<file path="config.mk">
export PLATFORM = sky130hd
export DESIGN_NAME = gray_enc_arbiter
export DESIGN_NICKNAME = d
export VERILOG_FILES = /design/src/rtl/gray_enc_arbiter.sv
export SDC_FILE = /design/constraint.sdc
export NUM_CORES = 1
export LEC_CHECK = 0
export ABC_AREA = 1
export BUFFER_PORTS_ARGS = -buffer_cell sky130_fd_sc_hd__clkbuf_2
export CAP_MARGIN = 10
export CORE_MARGIN = 5
export CORE_UTILIZATION = 45
export CTS_BUF_LIST = sky130_fd_sc_hd__clkbuf_8
export DETAILED_ROUTE_END_ITERATION = 12
export PLACE_DENSITY = 0.81
export SYNTH_ARGS = -nofsm -noshare
export SYNTH_HDL_FRONTEND = slang
export SYNTH_SLANG_ARGS = --single-unit
</file>
<file path="constraint.sdc">
create_clock -name clock -period 3.6 [get_ports clock]
set_input_delay 0.54 -clock clock [delete_from_list [all_inputs] [get_ports clock]]
set_output_delay 0.54 -clock clock [all_outputs]
set_load 0.02 [all_outputs]
</file>
<file path="src/rtl/gray_enc_arbiter.sv">
// gray_enc_arbiter
//   Round-robin arbiter in front of one registered binary-to-Gray encode
//   stage. NREQ requesters offer WIDTH-bit words over valid/ready; the
//   winner's word is encoded and captured into a single-entry output
//   register together with the original word and the requester index.
//
//   state | meaning
//   EMPTY | output register holds nothing; any valid request is accepted
//   FULL  | output register holds a result; refilled only when popped
//
// Ports
//   clock      system clock, rising edge
//   reset      asynchronous, active-low reset
//   req_valid  per-requester valid
//   req_data   requester i's word in [i*WIDTH +: WIDTH]
//   req_ready  one-hot (or zero) accept strobe, combinational
//   out_valid  output register holds a result
//   out_ready  consumer pops the output this cycle
//   out_gray   Gray code of the accepted word
//   out_bin    accepted binary word
//   out_id     index of the requester that supplied the word
//   busy       output held because the consumer is stalling
module gray_enc_arbiter #(
  parameter int NREQ  = 4,
  parameter int WIDTH = 4,
  localparam int IDW  = (NREQ > 1) ? $clog2(NREQ) : 1
) (
  input  logic                  clock,
  input  logic                  reset,
  input  logic [NREQ-1:0]       req_valid,
  input  logic [NREQ*WIDTH-1:0] req_data,
  output logic [NREQ-1:0]       req_ready,
  output logic                  out_valid,
  input  logic                  out_ready,
  output logic [WIDTH-1:0]      out_gray,
  output logic [WIDTH-1:0]      out_bin,
  output logic [IDW-1:0]        out_id,
  output logic                  busy
);

  typedef enum logic [0:0] {
    EMPTY = 1'b0,
    FULL  = 1'b1
  } state_t;

  state_t           state;
  state_t           state_next;
  logic [IDW-1:0]   last_grant;
  logic [IDW-1:0]   winner;
  logic             found;
  logic             accept;
  logic             grant;
  logic [WIDTH-1:0] win_data;

  // Search starts just after the previous winner and wraps, so the first
  // valid requester found is the round-robin winner.
  always_comb begin : arbitrate
    int             idx;
    logic [IDW-1:0] idx_l;
    winner = last_grant;
    found  = 1'b0;
    for (int k = 1; k <= NREQ; k++) begin
      idx = int'(last_grant) + k;
      if (idx >= NREQ) idx = idx - NREQ;
      idx_l = IDW'(idx);
      if (!found && req_valid[idx_l]) begin
        found  = 1'b1;
        winner = idx_l;
      end
    end
  end

  always_comb begin : select_data
    win_data = '0;
    for (int i = 0; i < NREQ; i++) begin
      if (winner == IDW'(i)) win_data = req_data[i*WIDTH +: WIDTH];
    end
  end

  assign accept = (state == EMPTY) | out_ready;
  // Gating with reset keeps req_ready low while reset is held, even though
  // the EMPTY state would otherwise accept.
  assign grant  = accept & found & reset;

  always_comb begin : ready_decode
    req_ready = '0;
    for (int i = 0; i < NREQ; i++) begin
      if (grant && (winner == IDW'(i))) req_ready[i] = 1'b1;
    end
  end

  always_ff @(posedge clock or negedge reset) begin
    if (!reset) state <= EMPTY;
    else        state <= state_next;
  end

  always_comb begin : next_state
    state_next = state;
    case (state)
      EMPTY:   if (grant) state_next = FULL;
      FULL:    if (out_ready && !grant) state_next = EMPTY;
      default: state_next = EMPTY;
    endcase
  end

  always_ff @(posedge clock or negedge reset) begin
    if (!reset) begin
      last_grant <= IDW'(NREQ - 1);
      out_gray   <= '0;
      out_bin    <= '0;
      out_id     <= '0;
    end else if (grant) begin
      last_grant <= winner;
      out_gray   <= win_data ^ (win_data >> 1);
      out_bin    <= win_data;
      out_id     <= winner;
    end
  end

  assign out_valid = (state == FULL);
  assign busy      = out_valid & ~out_ready;

endmodule
</file>
# == Yosys cells after proc, flatten, opt, wreduce, memory -nomap -nowiden ==
# Index checks and enable logic that the tools add are counted.
# word_totals
reg_bits,13
inputBits,23
out_inout_bits,16
word_cells,75
# op_classes
addsub,8
n_lt_le_gt_ge,8
n_eq_ne,3
mux,31
bitwise_logic,7
n_reduce_logical,13
# ops
op,n
2-bit two-way mux,8
4-bit two-way mux,4
1-bit two-way mux,14
"2-bit by 3-bit less-than comparator with 1-bit output, second input constant",4
"3-bit >= comparator, second input constant",3
1-bit binary-select mux with 2-bit select,4
1-bit logical AND,8
"2-bit by 1-bit subtractor with 2-bit output, second input constant",4
"2-bit by 2-bit adder with 3-bit output, second input constant",2
"2-bit by 3-bit adder with 4-bit output, second input constant",1
"2-bit equality test, second input constant",2
"4-bit by 3-bit >= comparator with 1-bit output, second input constant",1
1-bit logical NOT,4
4-bit by 3-bit XOR with 4-bit output,1
"2-bit by 1-bit adder with 3-bit output, second input constant",1
1-bit AND,3
"2-bit by 1-bit equality test with 1-bit output, second input constant",1
2-bit logical NOT,1
1-bit inverter,2
1-bit one-hot mux with 2 select lines,1
1-bit OR,1

# == Longest topological paths before layout ==
# Gate-level depths: netlist of the first run.
# depth
word_depth,21
depth_mapped,19
mapped_depth_nobuf,18

# == Worst setup path before layout of the first run ==
# OpenSTA, ideal clock, no wires.
# synth_timing
kind,register to output
from,reg last_grant[0]
to,out req_ready[0]
t_arrival_ps,2036
required_time_ps,3060
path_slack_ps,1024
stages_incl_launch_ff,13
path_buffers,2
path_cell_list,dfstp_2 -> buf_6 -> nand2_1 -> nand2_4 -> nand2_2 -> nand2_4 -> nor2_4 -> nand4_1 -> nand2_1 -> nor2_4 -> inv_2 -> buf_2 -> nor3_1
# synth_via
elab_chain_len,19
elab_cells_between_ends,43
cone_classes,add/sub: 8; order compare: 4; mux: 21; bitwise: 2; reduce/logical: 8
# synth_rtl
element,line_no,rtl
from (decl),48,logic [IDW-1:0] last_grant;
from (signal assigned),108,last_grant <= IDW'(NREQ - 1);
from (signal assigned),113,last_grant <= winner;
2-bit by 1-bit adder with 3-bit output,63,idx = int'(last_grant) + k;
3-bit >= comparator or 2-bit by 1-bit subtractor with 2-bit output (tied branches),64,if (idx >= NREQ) idx = idx - NREQ;
2-bit two-way mux,64,
1-bit binary-select mux with 2-bit select,66,if (!found && req_valid[idx_l]) begin
1-bit two-way mux (not written as such),66,
1-bit two-way mux,66,
1-bit logical NOT,66,
1-bit logical AND,66,
[2 not listed],n/a,
1-bit logical AND,66,
1-bit two-way mux,66,
1-bit logical NOT,66,
1-bit logical AND,66,
1-bit two-way mux,66,
1-bit AND (2 in series),83,assign grant = accept & found & reset;
1-bit logical AND (*),88,if (grant && (winner == IDW'(i))) req_ready[i] = 1'b1;
1-bit two-way mux (*),88,
to (decl),32,"output logic [NREQ-1:0] req_ready,"
# Mark *: on every way between the ends. The rest lies on a longest branch, timed or not. The select of a mux whose other input is x is not followed.

# == Worst setup path in the final report of the first run ==
# Ends and elaborated chain as after synthesis.

==> out/qor_table.md, run 1 <==
| Quantity | Reported | Unit |
| --- | --- | --- |
| Compound-gate portion of the synthesized area | 0.07101 | - |
| CP Max Fanout | 14 | - |
| Final worst-path cycle share | 0.7751 | - |
| Worst setup path category | reg -> out | - |
| Cells taking the most area after synthesis | sky130_fd_sc_hd__dfrtp_1, sky130_fd_sc_hd__nand2_1, sky130_fd_sc_hd__nor2_1 | - |
| Ys Warns | 0 | - |
| Largest family of logic cells by synthesized area | simple AND/OR/NAND/NOR gates | - |
| Final Slew Violations | 0 | - |
| Count of input and output buffers | 38 | - |
| Core Rows | 17 | - |
| Number of ports placed on the die boundary | 39 | - |
| DR iter-0 viols | 26 | - |
| Family of cells with the greatest summed delay on the critical path | simple AND/OR/NAND/NOR gates | - |
| Largest area contributor in the netlist | sky130_fd_sc_hd__dfrtp_1 | - |
| Final Hold Violating Endpoints | 0 | - |
| Final Hold Slack | 0.1789 | ns |
| Post-Synth Adder-Cell Area | 0 | - |
| Total CTS buffers | 3 | - |
| Routed vias/inst | 4.750 | - |
| Post-detailed-routing wire length | 2.426 | mm |
| Avg Inst Size Synth | 6.846 | um2 |
| Fraction of layout instances using a drive strength above 1 | 0.3929 | - |
| Cell breakdown of the critical path | nand2_1, nand2_4, nand2_2, nand2_4, nor2_4, nand4_1, nand2_1, nor2_4, inv_2, nor3_1, clkbuf_2 | - |
| Crit path required time | 3.06 | ns |
| Number of nets in the layout | 220 | - |
| Initial core utilization | 0.4767 | - |
| DRC violation count after routing | 0 | - |
| Height of the die | 58.87 | um |
| Source-to-sink clock delay at the later pin of the worst-skew pair | 0.24 | ns |
| Root buffer cell | sky130_fd_sc_hd__clkbuf_8 | - |
| Kind of launch point of the worst setup path | flip-flop | - |
| Placeable core region | 2255 | um2 |
| Yosys top cell area share | 0.2328 | - |
| Hpwl dp | 1.987 | mm |
| Net count after synthesis | 180 | - |
| Depth of the critical timing path with buffers and inverters included | 11 | - |
| Max cap viols | 0 | - |
| Slowest stage cell, crit path | sky130_fd_sc_hd__dfstp_2 | - |
| Quantity of hold-fixing buffers added after cts | 0 | - |
| Largest net degree at the start of global routing | 15 | - |
| Clock Pin Slew Worst Setup and Hold Paths | 0.05 | ns |
| Simple logic cell fraction of the synthesized area | 0.5541 | - |
| Final antenna-violating net count | 0 | - |
| Post-Synthesis Cells | 157 | - |
| Flip-flop cell with the highest count after synthesis | sky130_fd_sc_hd__dfrtp_1 | - |
| Clock Path Buffers | 2 | - |
| Die Outline Area | 3466 | um2 |
| Worst setup skew after layout | 0.006741 | ns |
| Register bit count reported by yosys | 12 | - |
| Via count of the first global-routing pass | 918 | - |
| Distinct cells, synth | 28 | - |
| Most common cell in the netlist | sky130_fd_sc_hd__nand2_1 | - |
| Post-synthesis instance area | 1075 | um2 |
| Max incr delay on CP | 0.64 | ns |
| List of most frequent post-synthesis cells | sky130_fd_sc_hd__nand2_1, sky130_fd_sc_hd__nor2_1, sky130_fd_sc_hd__inv_1 | - |
| Die width | 58.87 | um |
| Area after DPL | 1276 | um2 |
| Drt pass-1 iters | 4 | - |
| Total via count after detailed routing | 1,064 | - |
| Number of enable flip-flop cells after synthesis | 0 | - |
| Sequential fraction of the synthesis area | 0.2817 | - |
| Routability congestion estimate | 0.8543 | - |
| Area grow syn2layout | 23.87 | % |
| Headroom to the max-slew limit | 0.7890 | - |
| Global-route total usage across every layer | 0.1502 | - |
| Post-synthesis xor/xnor area fraction | 0 | - |
| Wire length of the first global-routing pass | 3.960 | mm |
| Synth async-reset ratio | 1.000 | - |
| R2R depth | 15 | - |
| Final Critical Period | 2.790 | ns |
| Total setup buffers inserted after CTS | 0 | - |
| Post-route standard cell area excluding fillers | 1331 | um2 |
| Clock sinks | 12 | - |
| Layout Utilization | 0.5905 | - |
| Arrival time of data at the critical path endpoint | 2.25 | ns |
| Achievable clock frequency | 358.4 | MHz |
| Gates resized, CTS repair | 0 | - |
| Setup total negative slack | 0 | ns |
| Multiplexer share of the synthesized area | 0 | - |
| CTS tree | done | - |
| CP Capture Type | output port | - |
| Final setup vio count | 0 | - |
| Worst Path Buf+Inv | 2 | - |
| Antenna cells | 0 | - |
| Initial antenna violation count | 0 | - |
| H-tree depth | 1 | - |
| Setup repair after global routing missed its margin | no | - |
| GRT overflow | 0 | - |
| Min-delay worst type | in -> async | - |
| Slew at the pin closest to its max-slew limit | 0.3165 | ns |
| WL per Instance | 10.83 | um |
| Outcome | completed | - |
kinds of logic after synthesis:
logic type	Yosys count
flip-flops	12
AO/OA/AOI/OAI	11
AND/OR/NAND/NOR	112
buffers and inverters	22
layout by cell type, fill, tap and decap left out, types with 6 or more instances in the layout:
cell type,instances
sky130_fd_sc_hd__nand3_1,9
sky130_fd_sc_hd__inv_1,12
sky130_fd_sc_hd__dfrtp_1,10
sky130_fd_sc_hd__nor2_1,16
sky130_fd_sc_hd__nand2_2,8
sky130_fd_sc_hd__nand2_1,57
sky130_fd_sc_hd__clkbuf_2,38
sky130_fd_sc_hd__inv_2,6
final cells by class:
| cell class | count | area [um2] |
|---|---|---|
| Fill cell | 234 | 923.4 |
| Sequential cell | 12 | 302.8 |
| Timing Repair Buffer | 38 | 190.2 |
| Inverter | 19 | 76.32 |
| Tap cell | 28 | 35.03 |
| Clock buffer | 4 | 55.05 |
| Multi-Input combinational cell | 123 | 671.9 |
worst reg2reg max path, delay by kind of cell (launching register included):
family        cells  cell delay, ns
buf+inv           2            0.28
flops             1            0.64
simple gates     13            1.18
registers in the layout, indices dropped and copies added, names as in the netlist:
signal	cells
out_bin	3
last_grant	2
out_id	2
out_gray	4
out_valid	1
final timing paths:
check,from,end,slack (ns)
worst min register to register,out_id[1]$_DFFE_PN0P_,out_id[1]$_DFFE_PN0P_,0.48
worst max-delay path,last_grant[0]$_DFFE_PN1P_,req_ready[0],0.81
worst min-delay path,reset,out_id[0]$_DFFE_PN0P_,0.18
min in group clock,out_id[1]$_DFFE_PN0P_,out_id[1]$_DFFE_PN0P_,0.48
max in group asynchronous,reset,last_grant[0]$_DFFE_PN1P_,3.14
worst max register to register,last_grant[0]$_DFFE_PN1P_,out_gray[2]$_DFFE_PN0P_,1.38
routing by layer:
metal | wire length, um | vias to the layer above | GRT usage
li1 | - | 565 | -
met1 | 1125 | 462 | 0.2059
met2 | 1103 | 32 | 0.2224
met3 | 147 | 5 | 0.02851
met4 | 49 | 0 | 0.07767
met5 | 0 | - | 0
stage by stage:
| step | setup WS [ns] | instances |
|---|---|---|
| global route | 0.5944 | 224 |
| CTS | 0.8014 | 224 |
| global placement | 1.127 | 220 |
| detailed placement | 1.071 | 220 |
| finish | 0.8095 | 224 |
| floorplan | 1.024 | 157 |
Power of run 1 is left out: the tool's default activity adds up to more than one toggle a clock period on the data nets, which glitch-free logic cannot reach.
==> run 2, diff against run 1 <==
==> constraint.sdc (replaced) <==
create_clock -name clock -period 2.8 [get_ports clock]
set_input_delay 0.42 -clock clock [delete_from_list [all_inputs] [get_ports clock]]
set_output_delay 0.42 -clock clock [all_outputs]
set_load 0.02 [all_outputs]
==> run 2 against run 1 <==
  * Core utilization rose by 0.89 points
  * Via count grew 1.9%
  * Register-to-register slack got worse by 0.88 ns
  * Critical path depth up 1
  * Cell area up 1.5%
  * Final cell count is 0.89% higher
  * Critical endpoint is now req_ready[2]
  * Highest routed layer unchanged
==> out/qor_table.md, run 2 (synthesis gave the netlist of run 1 again) <==
| Quantity | Reported | Unit | vs previous |
| --- | --- | --- | --- |
| Root buffer cell | sky130_fd_sc_hd__clkbuf_8 | - |  |
| Outcome | completed | - |  |
| Setup total negative slack | 0 | ns | unchanged |
| Clock Path Buffers | 2 | - | unchanged |
| Count of input and output buffers | 38 | - | unchanged |
| Source-to-sink clock delay at the later pin of the worst-skew pair | 0.24 | ns | about the same |
| CP Max Fanout | 10 | - | -4 |
| Clock sinks | 12 | - | unchanged |
| Cell breakdown of the critical path | buf_2, inv_6, nand2_2, nand2_4, nand2_2, nand2_4, nor2_4, nand3_4, nand2_8, nand2_1, nor2_1, clkbuf_2 | - |  |
| Largest registers | out_gray x4, out_bin x3 | - |  |
| Worst setup skew after layout | 0.003008 | ns | -0.003733 ns |
| Via count of the first global-routing pass | 987 | - | +7.5% |
| Final Critical Period | 2.656 | ns |  |
| Post-route standard cell area excluding fillers | 1351 | um2 | +1.5% |
| Achievable clock frequency | 376.5 | MHz |  |
| Most common cell after layout, fill and taps aside | sky130_fd_sc_hd__nand2_1 | - |  |
| Wire length of the first global-routing pass | 4.146 | mm | +4.7% |
| Hpwl dp | 1.961 | mm | -1.3% |
| Initial core utilization | 0.4767 | - | unchanged |
| Total CTS buffers | 3 | - | unchanged |
| Routability congestion estimate | 0.8480 | - | -0.74% |
| Slowest stage cell, crit path | sky130_fd_sc_hd__dfstp_2 | - |  |
| Number of ports placed on the die boundary | 39 | - | unchanged |
| DRC violation count after routing | 0 | - | unchanged |
| Max cap viols | 0 | - | unchanged |
| Height of the die | 58.87 | um | unchanged |
| Fill cell count | 226 | - | -3.4% |
| Die width | 58.87 | um | unchanged |
| Kind of launch point of the worst setup path | flip-flop | - |  |
| Post-detailed-routing wire length | 2.424 | mm | about the same |
| Layout Utilization | 0.5993 | - | +0.008879 |
| Number of nets in the layout | 222 | - | +0.91% |
| Global-route total usage across every layer | 0.1534 | - | +0.003167 |
| Max incr delay on CP | 0.57 | ns | -0.07 ns |
| Number of flip-flops in the largest register | 4 | - | unchanged |
| WL per Instance | 10.73 | um | -0.97% |
| CTS tree | done | - |  |
| Final setup vio count | 0 | - | unchanged |
| Clock Pin Slew Worst Setup and Hold Paths | 0.05 | ns | about the same |
| DR iter-0 viols | 36 | - | +38% |
| GRT overflow | 0 | - | unchanged |
| Arrival time of data at the critical path endpoint | 2.24 | ns | about the same |
| H-tree depth | 1 | - | unchanged |
| Setup repair after global routing missed its margin | yes | - |  |
| Antenna cells | 0 | - | unchanged |
| Largest net degree at the start of global routing | 15 | - | unchanged |
| Final Hold Violating Endpoints | 0 | - | unchanged |
| Die Outline Area | 3466 | um2 | unchanged |
| Min-delay worst type | in -> async | - |  |
| Headroom to the max-slew limit | 0.8114 | - | +0.02245 |
| Area after DPL | 1284 | um2 | +0.59% |
| Quantity of hold-fixing buffers added after cts | 0 | - | unchanged |
| Placeable core region | 2255 | um2 | unchanged |
| Worst setup path category | reg -> out | - |  |
| Area grow syn2layout | 25.73 | % |  |
| Drt pass-1 iters | 4 | - | unchanged |
| Core Rows | 17 | - | unchanged |
| Final antenna-violating net count | 0 | - | unchanged |
| Final worst-path cycle share | 0.9486 | - |  |
| Total via count after detailed routing | 1,084 | - | +1.9% |
| CP Capture Type | output port | - |  |
| Largest Register | out_gray | - |  |
| Initial antenna violation count | 0 | - | unchanged |
| Final Slew Violations | 0 | - | unchanged |
| Crit path required time | 2.38 | ns | -0.68 ns |
| Slew at the pin closest to its max-slew limit | 0.2818 | ns | -0.03472 ns |
| Fraction of layout instances using a drive strength above 1 | 0.4040 | - | +0.01118 |
| Routed vias/inst | 4.796 | - | +0.98% |
| Highest-count cells in the layout ignoring fill and taps | sky130_fd_sc_hd__nand2_1, sky130_fd_sc_hd__clkbuf_2, sky130_fd_sc_hd__nor2_1 | - |  |
run 2: layout make-up:
type | instances | area (um2) | share of cell area
clock buffers | 4 | 55.05 | 0.04074
inverters | 19 | 78.83 | 0.05833
multi-input cells | 123 | 676.9 | 0.5009
flip-flops and latches | 12 | 302.8 | 0.2241
well taps | 28 | 35.03 | 0.02593
repair buffers | 40 | 202.7 | 0.1500
run 2: per-stage QoR:
step | setup WS, ns | cells | hold slack [ns]
after global routing | -0.03603 | 226 | 0.1395
after CTS | 0.1667 | 225 | 0.1352
final | 0.1439 | 226 | 0.1255
after floorplan | 0.3436 | 157 | 0.1244
after global placement | 0.4676 | 221 | 0.3882
after detailed placement | 0.4234 | 221 | 0.3893
run 2: metal layers:
metal,wire length [um],track usage,share of wire
met1,1110,0.2139,0.46
met2,1113,0.2350,0.46
met3,165,0.02632,0.068
met4,35,0.05825,0.014
met5,0,0,0
run 2: final timing paths:
kind                       slack (ns)                      start  cells after the start                         to
max in group asynchronous        2.45                      reset                      2  last_grant[0]$_DFFE_PN1P_
hold / removal                   0.13                      reset                      2      out_id[1]$_DFFE_PN0P_
setup reg to reg                 0.50  last_grant[0]$_DFFE_PN1P_                     17    out_gray[1]$_DFFE_PN0P_
hold reg to reg                  0.47     out_bin[1]$_DFFE_PN0P_                      2     out_bin[1]$_DFFE_PN0P_
min in group clock               0.41                  out_ready                      2        out_valid$_DFF_PN0_
setup / recovery                 0.14  last_grant[0]$_DFFE_PN1P_                     12               req_ready[2]
run 2: repair_timing:
action,in CTS,in global routing
resized for setup,0,2
setup buffers,0,1
setup endpoints to repair,0,1
run 2: critical path: cells and delay by family (launching register included):
family | cells | cell delay, ns
simple gates | 9 | 0.97
buf+inv | 3 | 0.44
flops | 1 | 0.57
Power of run 2 is left out for the same reason.
==> run 3, diff against run 2 <==
--- a/config.mk
+++ b/config.mk
@@ -9,10 +9,10 @@
 export BUFFER_PORTS_ARGS = -buffer_cell sky130_fd_sc_hd__clkbuf_2
 export CAP_MARGIN = 10
 export CORE_MARGIN = 5
-export CORE_UTILIZATION = 45
+export CORE_UTILIZATION = 50
 export CTS_BUF_LIST = sky130_fd_sc_hd__clkbuf_8
 export DETAILED_ROUTE_END_ITERATION = 12
-export PLACE_DENSITY = 0.81
+export PLACE_DENSITY = 0.88
 export SYNTH_ARGS = -nofsm -noshare
 export SYNTH_HDL_FRONTEND = slang
 export SYNTH_SLANG_ARGS = --single-unit
==> run 3 against run 2 <==
  * Worst setup slack got worse by 0.021 ns
  * Sequential share of layout area fell by 0.43 points
  * Critical path type unchanged
  * Routed wire length rose by 12%
  * Non-clock buffer count rose by 3
  * Global-route usage rose by 2.0 points
  * Hold slack improved by 0.0052 ns
==> out/qor_table.md, run 3 (synthesis gave the netlist of run 1 again) <==
| Quantity | Reported | Unit | vs previous |
| --- | --- | --- | --- |
| Outcome | completed | - |  |
| Routability congestion estimate | 0.9428 | - | +11% |
| Worst setup path category | reg -> out | - |  |
| Min-delay worst type | in -> async | - |  |
| Max cap viols | 0 | - | unchanged |
| Most common cell after layout, fill and taps aside | sky130_fd_sc_hd__nand2_1 | - |  |
| Setup total negative slack | 0 | ns | unchanged |
| Hpwl dp | 2.193 | mm | +12% |
| Kind of launch point of the worst setup path | flip-flop | - |  |
| DRC violation count after routing | 0 | - | unchanged |
| Area grow syn2layout | 28.17 | % |  |
| Arrival time of data at the critical path endpoint | 2.26 | ns | +0.02 ns |
| Die Outline Area | 3177 | um2 | -8.3% |
| CTS tree | done | - |  |
| Final Hold Violating Endpoints | 0 | - | unchanged |
| GRT overflow | 0 | - | unchanged |
| WL per Instance | 11.89 | um | +11% |
| Max incr delay on CP | 0.57 | ns | about the same |
| Core Rows | 16 | - | -1 |
| Final Slew Violations | 0 | - | unchanged |
| Routed vias/inst | 5.004 | - | +4.3% |
| Fill cell count | 148 | - | -35% |
| Placeable core region | 2002 | um2 | -11% |
| DR iter-0 viols | 39 | - | +8.3% |
| Drt pass-1 iters | 4 | - | unchanged |
| Setup slack of the worst register-to-register path | 0.46 | ns | -0.04 ns |
| Global-route total usage across every layer | 0.1735 | - | +0.02010 |
| CP Max Fanout | 14 | - | +4 |
| Cell breakdown of the critical path | clkbuf_2, nand2_1, nand2_2, nand2_2, nand2_4, nor2_4, nand4_1, nand2_1, nor2_4, inv_2, nor3_1, clkbuf_2 | - |  |
| Initial core utilization | 0.5369 | - | +0.06018 |
| Highest-count cells in the layout ignoring fill and taps | sky130_fd_sc_hd__nand2_1, sky130_fd_sc_hd__clkbuf_2, sky130_fd_sc_hd__nor2_1 | - |  |
| Die width | 56.37 | um | -4.3% |
| Count of input and output buffers | 38 | - | unchanged |
| Largest Register | out_gray | - |  |
| Clock Pin Slew Worst Setup and Hold Paths | 0.05 | ns | about the same |
| Total CTS buffers | 3 | - | unchanged |
| CP Capture Type | output port | - |  |
| Gates resized, CTS repair | 0 | - | unchanged |
| Root buffer cell | sky130_fd_sc_hd__clkbuf_8 | - |  |
| Largest registers | out_gray x4, out_bin x3 | - |  |
| Source-to-sink clock delay at the later pin of the worst-skew pair | 0.24 | ns | about the same |
| Headroom to the max-slew limit | 0.8159 | - | +0.004471 |
| Via count of the first global-routing pass | 1,067 | - | +8.1% |
| Final worst-path cycle share | 0.9562 | - | +0.007578 |
| Largest net degree at the start of global routing | 15 | - | unchanged |
| Number of ports placed on the die boundary | 39 | - | unchanged |
| Slew at the pin closest to its max-slew limit | 0.2751 | ns | -0.006683 ns |
| H-tree depth | 1 | - | unchanged |
| Achievable clock frequency | 373.5 | MHz | -0.79% |
| Quantity of hold-fixing buffers added after cts | 0 | - | unchanged |
| Worst setup skew after layout | 0.002509 | ns | -0.0004994 ns |
| Slowest stage cell, crit path | sky130_fd_sc_hd__dfstp_2 | - |  |
| Clock sinks | 12 | - | unchanged |
| Final antenna-violating net count | 0 | - | unchanged |
| Antenna cells | 0 | - | unchanged |
| Clock Path Buffers | 2 | - | unchanged |
| Number of flip-flops in the largest register | 4 | - | unchanged |
| Final setup vio count | 0 | - | unchanged |
| Post-detailed-routing wire length | 2.710 | mm | +12% |
| Final Critical Period | 2.677 | ns | +0.02122 ns |
| Number of nets in the layout | 225 | - | +1.4% |
| Height of the die | 56.37 | um | -4.3% |
| Initial antenna violation count | 0 | - | unchanged |
| Crit path required time | 2.38 | ns | about the same |
| Wire length of the first global-routing pass | 4.478 | mm | +8.0% |
| Total via count after detailed routing | 1,141 | - | +5.3% |
| Fraction of layout instances using a drive strength above 1 | 0.4080 | - | +0.003920 |
run 3: worst paths after layout:
kind,end,depth (start not counted),start
setup / recovery,req_ready[0],12,last_grant[0]$_DFFE_PN1P_
hold / removal,out_bin[1]$_DFFE_PN0P_,2,reset
setup reg to reg,out_gray[2]$_DFFE_PN0P_,16,last_grant[0]$_DFFE_PN1P_
hold reg to reg,out_id[0]$_DFFE_PN0P_,2,out_id[0]$_DFFE_PN0P_
max in group asynchronous,last_grant[0]$_DFFE_PN1P_,2,reset
min in group clock,out_valid$_DFF_PN0_,2,out_ready
run 3: cell type report:
cell class                 count  area [um2]  share of cell area
timing repair buffer          43       237.7              0.1726
tap                           27       33.78             0.02452
inverter                      19       76.32             0.05540
clock buffer                   4       55.05             0.03996
sequential                    12       302.8              0.2198
multi-input combinational    123       671.9              0.4877
run 3: critical path, delay by kind of cell, from the launching register on:
kind          cells  cell delay (ns)
simple gates      9             0.94
buf+inv           3             0.49
flops             1             0.57
run 3: metal layers:
layer / vias to the layer above / track usage / wire, um
met2: 52 / 0.2972 / 1265
met1: 497 / 0.2149 / 1181
met4: 0 / 0.07119 / 89
li1: 579 / - / -
met5: - / 0 / 0
met3: 13 / 0.02752 / 174
run 3: what timing repair did:
item                                    CTS  global route
endpoints found under the setup margin    0             1
endpoints found under the hold margin     0             0
buffers inserted                          0             4
run 3: metrics by stage:
stage               setup WS (ns)  instances  hold WS, ns    util  area, um2
global placement           0.4779        220       0.3908  0.6406       1282
finish                     0.1227        228       0.1306  0.6881       1378
global route             -0.02800        228       0.1492  0.6881       1378
CTS                        0.1468        224       0.1343  0.6681       1338
detailed placement         0.4139        220       0.3943  0.6406       1282
floorplan                  0.3436        157       0.1244       -       1075
Power of run 3 is left out for the same reason.
